`src/rtl/imem_loader_pkg.sv`:
```
// Shared types and defaults for the instruction-memory loader.
package imem_loader_pkg;

    localparam int DEPTH_DEFAULT  = 16384;
    localparam int ADDR_W_DEFAULT = 14;
    localparam int BYTES_PER_WORD = 4;

    typedef enum logic [2:0] {
        IDLE,
        LEN,
        DATA,
        CHK,
        DONE,
        ERROR
    } state_e;

endpackage

```
`src/rtl/le_word_assembler.sv`:
```
// Collects bytes into a little-endian 32-bit word; word_valid_o flags the 4th byte
// so the caller can register the completed word on that same edge.
module le_word_assembler
    import imem_loader_pkg::*;
(
    input  logic        clk_i,
    input  logic        reset_i,
    input  logic        clear_i,
    input  logic [7:0]  byte_i,
    input  logic        byte_vld_i,
    output logic [31:0] word_o,
    output logic        word_valid_o
);

    logic [1:0]  cnt_q, cnt_d;
    logic [23:0] buf_q, buf_d;

    always_comb begin
        cnt_d = cnt_q;
        buf_d = buf_q;
        if (byte_vld_i) begin
            cnt_d = cnt_q + 2'd1;
            case (cnt_q)
                2'd0:    buf_d[7:0]   = byte_i;
                2'd1:    buf_d[15:8]  = byte_i;
                2'd2:    buf_d[23:16] = byte_i;
                default: buf_d        = buf_q;
            endcase
        end
    end

    // The top byte bypasses the buffer so the full word is visible on its arrival.
    assign word_valid_o = byte_vld_i && (cnt_q == 2'(BYTES_PER_WORD - 1));
    assign word_o       = {byte_i, buf_q};

    always_ff @(posedge clk_i) begin
        if (reset_i || clear_i) begin
            cnt_q <= 2'd0;
            buf_q <= 24'd0;
        end else begin
            cnt_q <= cnt_d;
            buf_q <= buf_d;
        end
    end

endmodule

```
`src/rtl/imem_loader.sv`:
```
// Byte-stream program loader: writes the image into instruction memory and holds the core
// in reset until complete. Define LOADER_CHECKSUM_EN to require a trailing 32-bit checksum.
module imem_loader
    import imem_loader_pkg::*;
#(
    parameter int DEPTH  = DEPTH_DEFAULT,
    parameter int ADDR_W = ADDR_W_DEFAULT
) (
    input  logic              clk,
    input  logic              reset,
    input  logic              start,
    input  logic [7:0]        rx_data,
    input  logic              rx_valid,
    output logic              rx_ready,
    output logic              mem_we,
    output logic [ADDR_W-1:0] mem_waddr,
    output logic [31:0]       mem_wdata,
    output logic              busy,
    output logic              done,
    output logic              error,
    output logic              cpu_hold,
    output logic [ADDR_W:0]   words_loaded
);

    state_e              state_q;
    logic                rx_ready_q;
    logic                mem_we_q;
    logic [ADDR_W-1:0]   mem_waddr_q;
    logic [31:0]         mem_wdata_q;
    logic                busy_q;
    logic                done_q;
    logic                error_q;
    logic                cpu_hold_q;
    logic [ADDR_W:0]     words_loaded_q;
    logic [ADDR_W:0]     n_q;
`ifdef LOADER_CHECKSUM_EN
    logic [31:0]         sum_q;
`endif

    logic                byte_vld;
    logic                asm_clear;
    logic [31:0]         word;
    logic                word_valid;
    logic [ADDR_W:0]     wl_next;

    assign byte_vld  = rx_valid && rx_ready_q;
    assign asm_clear = start && (state_q == IDLE || state_q == DONE || state_q == ERROR);
    assign wl_next   = words_loaded_q + {{ADDR_W{1'b0}}, 1'b1};

    le_word_assembler u_asm (
        .clk_i        (clk),
        .reset_i      (reset),
        .clear_i      (asm_clear),
        .byte_i       (rx_data),
        .byte_vld_i   (byte_vld),
        .word_o       (word),
        .word_valid_o (word_valid)
    );

    always_ff @(posedge clk) begin
        if (reset) begin
            state_q        <= IDLE;
            rx_ready_q     <= 1'b0;
            mem_we_q       <= 1'b0;
            mem_waddr_q    <= '0;
            mem_wdata_q    <= '0;
            busy_q         <= 1'b0;
            done_q         <= 1'b0;
            error_q        <= 1'b0;
            cpu_hold_q     <= 1'b1;
            words_loaded_q <= '0;
            n_q            <= '0;
`ifdef LOADER_CHECKSUM_EN
            sum_q          <= '0;
`endif
        end else begin
            mem_we_q <= 1'b0;
            case (state_q)
                IDLE, DONE, ERROR: begin
                    if (start) begin
                        state_q        <= LEN;
                        rx_ready_q     <= 1'b1;
                        busy_q         <= 1'b1;
                        done_q         <= 1'b0;
                        error_q        <= 1'b0;
                        cpu_hold_q     <= 1'b1;
                        words_loaded_q <= '0;
`ifdef LOADER_CHECKSUM_EN
                        sum_q          <= '0;
`endif
                    end
                end
                LEN: begin
                    if (word_valid) begin
                        n_q <= word[ADDR_W:0];
                        if (word == 32'd0) begin
`ifdef LOADER_CHECKSUM_EN
                            state_q    <= CHK;
`else
                            state_q    <= DONE;
                            rx_ready_q <= 1'b0;
                            busy_q     <= 1'b0;
                            done_q     <= 1'b1;
                            cpu_hold_q <= 1'b0;
`endif
                        end else if (word > 32'(DEPTH)) begin
                            state_q    <= ERROR;
                            rx_ready_q <= 1'b0;
                            busy_q     <= 1'b0;
                            error_q    <= 1'b1;
                        end else begin
                            state_q    <= DATA;
                        end
                    end
                end
                DATA: begin
                    if (word_valid) begin
                        // words_loaded doubles as the word index: it counts writes from zero.
                        mem_we_q       <= 1'b1;
                        mem_waddr_q    <= words_loaded_q[ADDR_W-1:0];
                        mem_wdata_q    <= word;
                        words_loaded_q <= wl_next;
`ifdef LOADER_CHECKSUM_EN
                        sum_q          <= sum_q + word;
`endif
                        if (wl_next == n_q) begin
`ifdef LOADER_CHECKSUM_EN
                            state_q    <= CHK;
`else
                            state_q    <= DONE;
                            rx_ready_q <= 1'b0;
                            busy_q     <= 1'b0;
                            done_q     <= 1'b1;
                            cpu_hold_q <= 1'b0;
`endif
                        end
                    end
                end
`ifdef LOADER_CHECKSUM_EN
                CHK: begin
                    if (word_valid) begin
                        rx_ready_q <= 1'b0;
                        busy_q     <= 1'b0;
                        if (word == sum_q) begin
                            state_q    <= DONE;
                            done_q     <= 1'b1;
                            cpu_hold_q <= 1'b0;
                        end else begin
                            state_q    <= ERROR;
                            error_q    <= 1'b1;
                        end
                    end
                end
`endif
                default: begin
                    state_q    <= IDLE;
                    rx_ready_q <= 1'b0;
                    busy_q     <= 1'b0;
                    cpu_hold_q <= 1'b1;
                end
            endcase
        end
    end

    assign rx_ready     = rx_ready_q;
    assign mem_we       = mem_we_q;
    assign mem_waddr    = mem_waddr_q;
    assign mem_wdata    = mem_wdata_q;
    assign busy         = busy_q;
    assign done         = done_q;
    assign error        = error_q;
    assign cpu_hold     = cpu_hold_q;
    assign words_loaded = words_loaded_q;

endmodule
```
`config.mk`:
```
export PLATFORM = sky130hd
export DESIGN_NAME = imem_loader
export DESIGN_NICKNAME = d
export VERILOG_FILES = /design/src/rtl/imem_loader_pkg.sv /design/src/rtl/le_word_assembler.sv /design/src/rtl/imem_loader.sv
export SDC_FILE = /design/constraint.sdc
export NUM_CORES = 1
export LEC_CHECK = 0
export ABC_AREA = 0
export BUFFER_PORTS_ARGS = -buffer_cell sky130_fd_sc_hd__buf_2
export CAP_MARGIN = 20
export CORE_ASPECT_RATIO = 1.2
export CORE_UTILIZATION = 51
export CTS_CLUSTER_SIZE = 16
export DETAILED_ROUTE_END_ITERATION = 6
export PLACE_DENSITY = 0.76
export SYNTH_ARGS = -nofsm -noshare
export SYNTH_HDL_FRONTEND = slang
export SYNTH_SLANG_ARGS = --single-unit
```
`constraint.sdc`:
```
create_clock -name clk -period 1.95 [get_ports clk]
set_input_delay 0.4875 -clock clk [delete_from_list [all_inputs] [get_ports clk]]
set_output_delay 0.4875 -clock clk [all_outputs]
set_load 0.1 [all_outputs]
```
==> impl_metrics.toml, run 1 <==
[status]
status = "finished with violations"
failed_checks = "negative setup slack"

[route]
wirelength_um = 12400
via_per_inst = 5.52
avgRoutedWirePerCell_um = 15.0
dr.pass1.iters = 4
antenna_left = 0
drtIter0Drc = 251
num_vias = 4540
drc = 0

[floorplan]
core_area_um2 = 9220
fp-row-count = 38
initial_core_util = 0.535
ios = 79
dieArea_um2 = 10100
fp.dieH_um = 110
die_w_um = 91.8

[logic_synthesis]
syn_nets = 627
synthCells = 610
synth_edf_count = 0
yosys_register_bits = 110
yosys-top-cells-count = "nand2_1, dfxtp_1, a21oi_1"
async_flop_share = 0
yosys_warnings = 0
ys.flop_type = "dfxtp_1"
yosysSeqAreaShare = 0.446
synthDistinctLibCells = 56
postSynthAreaPerCell_um2 = 8.10
synthTopCellsByArea = "dfxtp_1, nand2_1, a21oi_1"
syn-cell-area_um2 = 4940
synth.most_common_cell = "nand2_1"
synth_top_area_share = 0.446
synth.largest_area_cell = "dfxtp_1"

[timing]
setup_violations = 1
period_needed_ns = 1.96
rsz0062_at_grt = "yes"
clock_skew_ns = 0.00858
worst_slack_ns = -0.0123
slew_headroom = 0.632
worst_pin_slew_ns = 0.550
drv_slew = 0
whs_ns = 0.398
fmax_ghz = 0.510
fin_crit_sh = 1.01
hold_viol = 0

[clock_tree]
h-tree-depth = 3
ctsLongestPathBuffers = 2
cts_buffers = 9
cts_hold_buf = 0
cts_sinks = 110
clk-insertion-delay-late_ns = 0.37
cts_tree = "done"
clk_pin_slew_ns = 0.10
clockRootBuffer = "clkbuf_8"

[setup_path]
critPathMaxFanout = 6
cp_data_required_time_ns = 2.27
endpoint_kind = "register"
arrival_ns = 2.28
cp-start-kind = "register"
path_class = "reg2reg"

[finish]
final_cell_area_um2 = 6040
syn_to_final_growth_pct = 22.3
antenna_cells = 0
fin_nets = 715
drive_gt1_frac = 0.272

[hold_path]
hold_path.class = "in2reg"

[place]
portBuffers = 78
gp_congestion = 0.907
dp_hpwl_um = 9100
placed_area_um2 = 5680

[global_routing]
grt_pass1_wl_um = 20500
antenna_found_initial = 0
grt_start_max_net_pins = 38
gr-total-overflow = 0
track_usage = 0.257
first_global_vias = 4282

[power]
p_leak_nw = 2.50
ir_drop_mv = 0.498
combPwrFrac = 0.102
pwr-share-seq = 0.547
power_switching_share = 0.264
power.clock.fraction = 0.351
p_switching_w = 0.00110
p_int_w = 0.00307
power_density_nw_per_um2 = 691

[flow_run]
max_cap_viol_count = 0
## cells in the final DEF (no fill, tap or decap), drive strengths merged, types with 8 or more instances in the layout
| master | n |
|---|---|
| o21ai | 16 |
| nand3 | 14 |
| nor3 | 11 |
| xnor2 | 10 |
| dfxtp | 110 |
| clkbuf | 11 |
| inv | 8 |
| nor4 | 12 |
| buf | 122 |
| a21oi | 82 |
| mux2i | 24 |
| nor2 | 58 |
| nand2 | 147 |
## timing repair
item	in CTS	in global routing
pin swaps	4	6
gates resized for setup	13	13
setup endpoints to repair	5	12
setup buffers	1	1
hold endpoints to repair	0	0
## power groups by stage
stage / clock network (W) / registers [W] / logic (W)
3_5_place_dp: 0 / 0.00234 / 0.000418
6_report: 0.00146 / 0.00229 / 0.000426
5_1_grt: 0.00159 / 0.00229 / 0.000457
2_1_floorplan: 0 / 0.00239 / 0.000252
4_1_cts: 0.00150 / 0.00228 / 0.000426
3_3_place_gp: 0 / 0.00233 / 0.000411
## stage by stage
step | total power [W] | setup WS [ns] | util | setup TNS [ns] | cells
after detailed placement | 0.00275 | -0.0825 | 0.616 | -0.226 | 805
after global placement | 0.00274 | -0.110 | 0.616 | -0.172 | 805
final | 0.00418 | -0.0123 | 0.655 | -0.0123 | 823
after floorplan | 0.00264 | -0.127 | - | -0.486 | 610
after CTS | 0.00421 | -0.0200 | 0.647 | -0.0267 | 822
after global routing | 0.00434 | -0.0862 | 0.655 | -0.272 | 823
## layout make-up
class / count / area, µm²
repair buffers: 122 / 762
multi-input cells: 449 / 2630
clock inverters: 5 / 63.8
well taps: 120 / 150
inverters: 6 / 22.5
flip-flops and latches: 110 / 2260
fillers: 808 / 3190
clock buffers: 11 / 151
## sequential cells by signal, summed over array words and instances (netlist names), 2 cells and up
signal        count
u_asm.buf_q      24
n_q              15
words_loaded     15
state_q           3
mem_wdata        32
u_asm.cnt_q       2
mem_waddr        14
## critical path, cell delays in order, from the launching register on
cell and delay, ns:
dfxtp_4 0.39, and4_4 0.24, a21oi_1 0.10, o211a_1 0.28, a2111oi_4 0.38, nand4b_4 0.19
a211oi_2 0.20, o21ba_1 0.13
## final timing paths
path / from / end / slack, ns / cells past startpoint
worst max-delay path: words_loaded[3] / done / -0.01 / 7
worst min register to register: mem_wdata[31] / mem_wdata[31] / 0.46 / 2
worst max register to register: words_loaded[3] / done / -0.01 / 7
worst min-delay path: rx_data[7] / mem_wdata[31] / 0.40 / 3
## cells by family after synthesis
group                      after synthesis  share of synthesized area
and+or+nand+nor                        277                      0.253
AOI/OAI and AO/OA                      127                      0.156
DFF                                    110                      0.446
buffers and inverters                   51                     0.0542
muxes                                   24                     0.0486
xor gates and xnor gates                16                     0.0299
adders and majority gates                5                     0.0127
## metal layers
layer / vias to the layer above / routed length (µm) / share of wire / track usage
met5: - / 0 / 0 / 0
met3: 17 / 446 / 0.036 / 0.0408
li1: 2253 / - / - / -
met2: 103 / 6370 / 0.52 / 0.464
met4: 0 / 234 / 0.019 / 0.0949
met1: 2167 / 5300 / 0.43 / 0.309
Power figures use the tool's default switching activity.
==> inputs of run 2 (changes only) <==
--- a/config.mk
+++ b/config.mk
@@ -13,6 +13,7 @@
 export CTS_CLUSTER_SIZE = 16
 export DETAILED_ROUTE_END_ITERATION = 6
 export PLACE_DENSITY = 0.76
+export REMOVE_ABC_BUFFERS = 1
 export SYNTH_ARGS = -nofsm -noshare
 export SYNTH_HDL_FRONTEND = slang
 export SYNTH_SLANG_ARGS = --single-unit
==> constraint.sdc (replaced) <==
create_clock -name clk -period 1.8 [get_ports clk]
set_input_delay 0.45 -clock clk [delete_from_list [all_inputs] [get_ports clk]]
set_output_delay 0.45 -clock clk [all_outputs]
set_load 0.1 [all_outputs]
==> run 2 against run 1 <==
  * The flow still finishes with violations (negative setup slack)
  * Non-clock buffer count is 49 higher
  * Wire length up 3.7%
  * Via count is 3.1% higher
  * Critical path type unchanged
==> impl_metrics.toml, run 2 (synthesis gave the netlist of run 1 again) <==
[floorplan]
ios = 79
initial_core_util = 0.535
dieArea_um2 = 10100
die_w_um = 91.8
fp-row-count = 38
core_area_um2 = 9220
fp.dieH_um = 110

[setup_path]
max_stage_delay_ns = 0.40
critical_path.startpoint = "words_loaded[0]"
arrival_ns = 2.33
worstReg2RegStart = "words_loaded[0]"
path_class = "reg2reg"
cp_data_required_time_ns = 2.13
cp_top_family = "compound AO/OA/AOI/OAI gates"
rrSetupSlack_ns = -0.20
critPathMaxFanout = 5
critPathSlowestCell = "a2111oi_4"
cp-start-kind = "register"
cp_num_buf_inv = 0
crit_path_cell_trace = "ha_4 -> and3_2 -> nand4_4 -> o21ai_4 -> a2111oi_4 -> nand4b_4 -> a211oi_2 -> o21ba_1"
endpoint_kind = "register"

[timing]
rsz0062_at_grt = "yes"
setup_violations = 5
whs_ns = 0.363
worst_slack_ns = -0.198
slew_headroom = 0.662
worst_pin_slew_ns = 0.505
hold_viol = 0
drv_slew = 0
fmax_ghz = 0.500
fin_crit_sh = 1.11
clock_skew_ns = 0.00750
period_needed_ns = 2.00

[clock_tree]
clockRootBuffer = "clkbuf_8"
cts_sinks = 110
h-tree-depth = 3
clk_pin_slew_ns = 0.10
clk-insertion-delay-late_ns = 0.38
ctsLongestPathBuffers = 2
cts_buffers = 9
cts_tree = "done"

[finish]
final_cell_mix = "nand2_1, dfxtp_1, buf_4, a21oi_1, buf_2"
layout_commonest_cell = "nand2_1"
syn_to_final_growth_pct = 30.5
finalNonFillerCells = 872
largest_reg_flops = 32
antenna_cells = 0
fill_cells = 756
drive_gt1_frac = 0.307
final_cell_area_um2 = 6440
fin_nets = 764

[route]
num_vias = 4683
antenna_left = 0
avgRoutedWirePerCell_um = 14.7
drc = 0
drtIter0Drc = 159
dr.pass1.iters = 5
wirelength_um = 12800
via_per_inst = 5.37

[power]
ir_drop_mv = 0.659
power_density_nw_per_um2 = 698
fin_total_pwr_w = 0.00450
p_leak_nw = 2.80

[place]
dp.cells = 854
portBuffers = 78
dpl_worst_slack_ns = -0.431
placed_area_um2 = 5990
dp_hpwl_um = 9360
gp_congestion = 0.868

[global_routing]
grt_pass1_wl_um = 21200
track_usage = 0.266
antenna_found_initial = 0
first_global_vias = 4425
gr-total-overflow = 0
grt_start_max_net_pins = 45

[status]
status = "finished with violations"
failed_checks = "negative setup slack"

[hold_path]
hold_path.class = "in2reg"
hold_start = "rx_data[6]"

[flow_run]
max_cap_viol_count = 0
[run 2: changes by cell type in the layout (fill, tap and decap cells not counted), sizes merged]
cell,change
buf,+46
bufbuf,+1
bufinv,-1
clkbuf,+2
clkinvlp,+1
[run 2: final cells by class]
cell class | count | area, µm² | share of cell area
Multi-Input combinational cell | 449 | 2620 | 0.407
Sequential cell | 110 | 2210 | 0.343
Timing Repair Buffer | 171 | 1240 | 0.192
Clock buffer | 11 | 151 | 0.0235
Tap cell | 120 | 150 | 0.0233
Clock inverter | 5 | 50.0 | 0.00777
Inverter | 6 | 22.5 | 0.00350
[run 2: path summary, 6_finish.rpt]
path                   endpoint  cells past startpoint
setup reg to reg           done                      8
setup / recovery           done                      8
hold / removal    mem_wdata[30]                      3
hold reg to reg    mem_wdata[0]                      2
[run 2: where the power goes]
part	switching [W]	total, W	internal (W)
clock network	0.000878	0.00148	0.000604
logic	0.000340	0.000531	0.000192
registers	0.0000236	0.00248	0.00246
total	0.00124	0.00450	0.00326
[run 2: tightest hold or removal path, cell delays in order]
cell and delay [ns]:
buf_2 0.14, nand2_1 0.06, a21oi_1 0.05
[run 2: timing repair]
| item | in CTS | in global routing |
|---|---|---|
| setup endpoints to repair | 30 | 15 |
| setup buffers | 1 | 0 |
| hold buffers | 0 | 0 |
| gates resized for setup | 39 | 18 |
| pin swaps | 14 | 5 |
| cloned | 1 | 0 |
[run 2: layer usage]
layer	vias to the layer above	track usage	wire length [µm]
li1	2351	-	-
met1	2171	0.312	5420
met2	138	0.492	6620
met3	23	0.0394	501
met4	0	0.0971	263
met5	-	0	0
[run 2: metrics by stage]
stage          utilization  setup TNS [ns]
2_1_floorplan            -         -234.40
3_3_place_gp         0.650           -2.97
3_5_place_dp         0.650           -4.06
4_1_cts              0.691          -0.944
5_1_grt              0.698           -1.23
6_report             0.698          -0.721
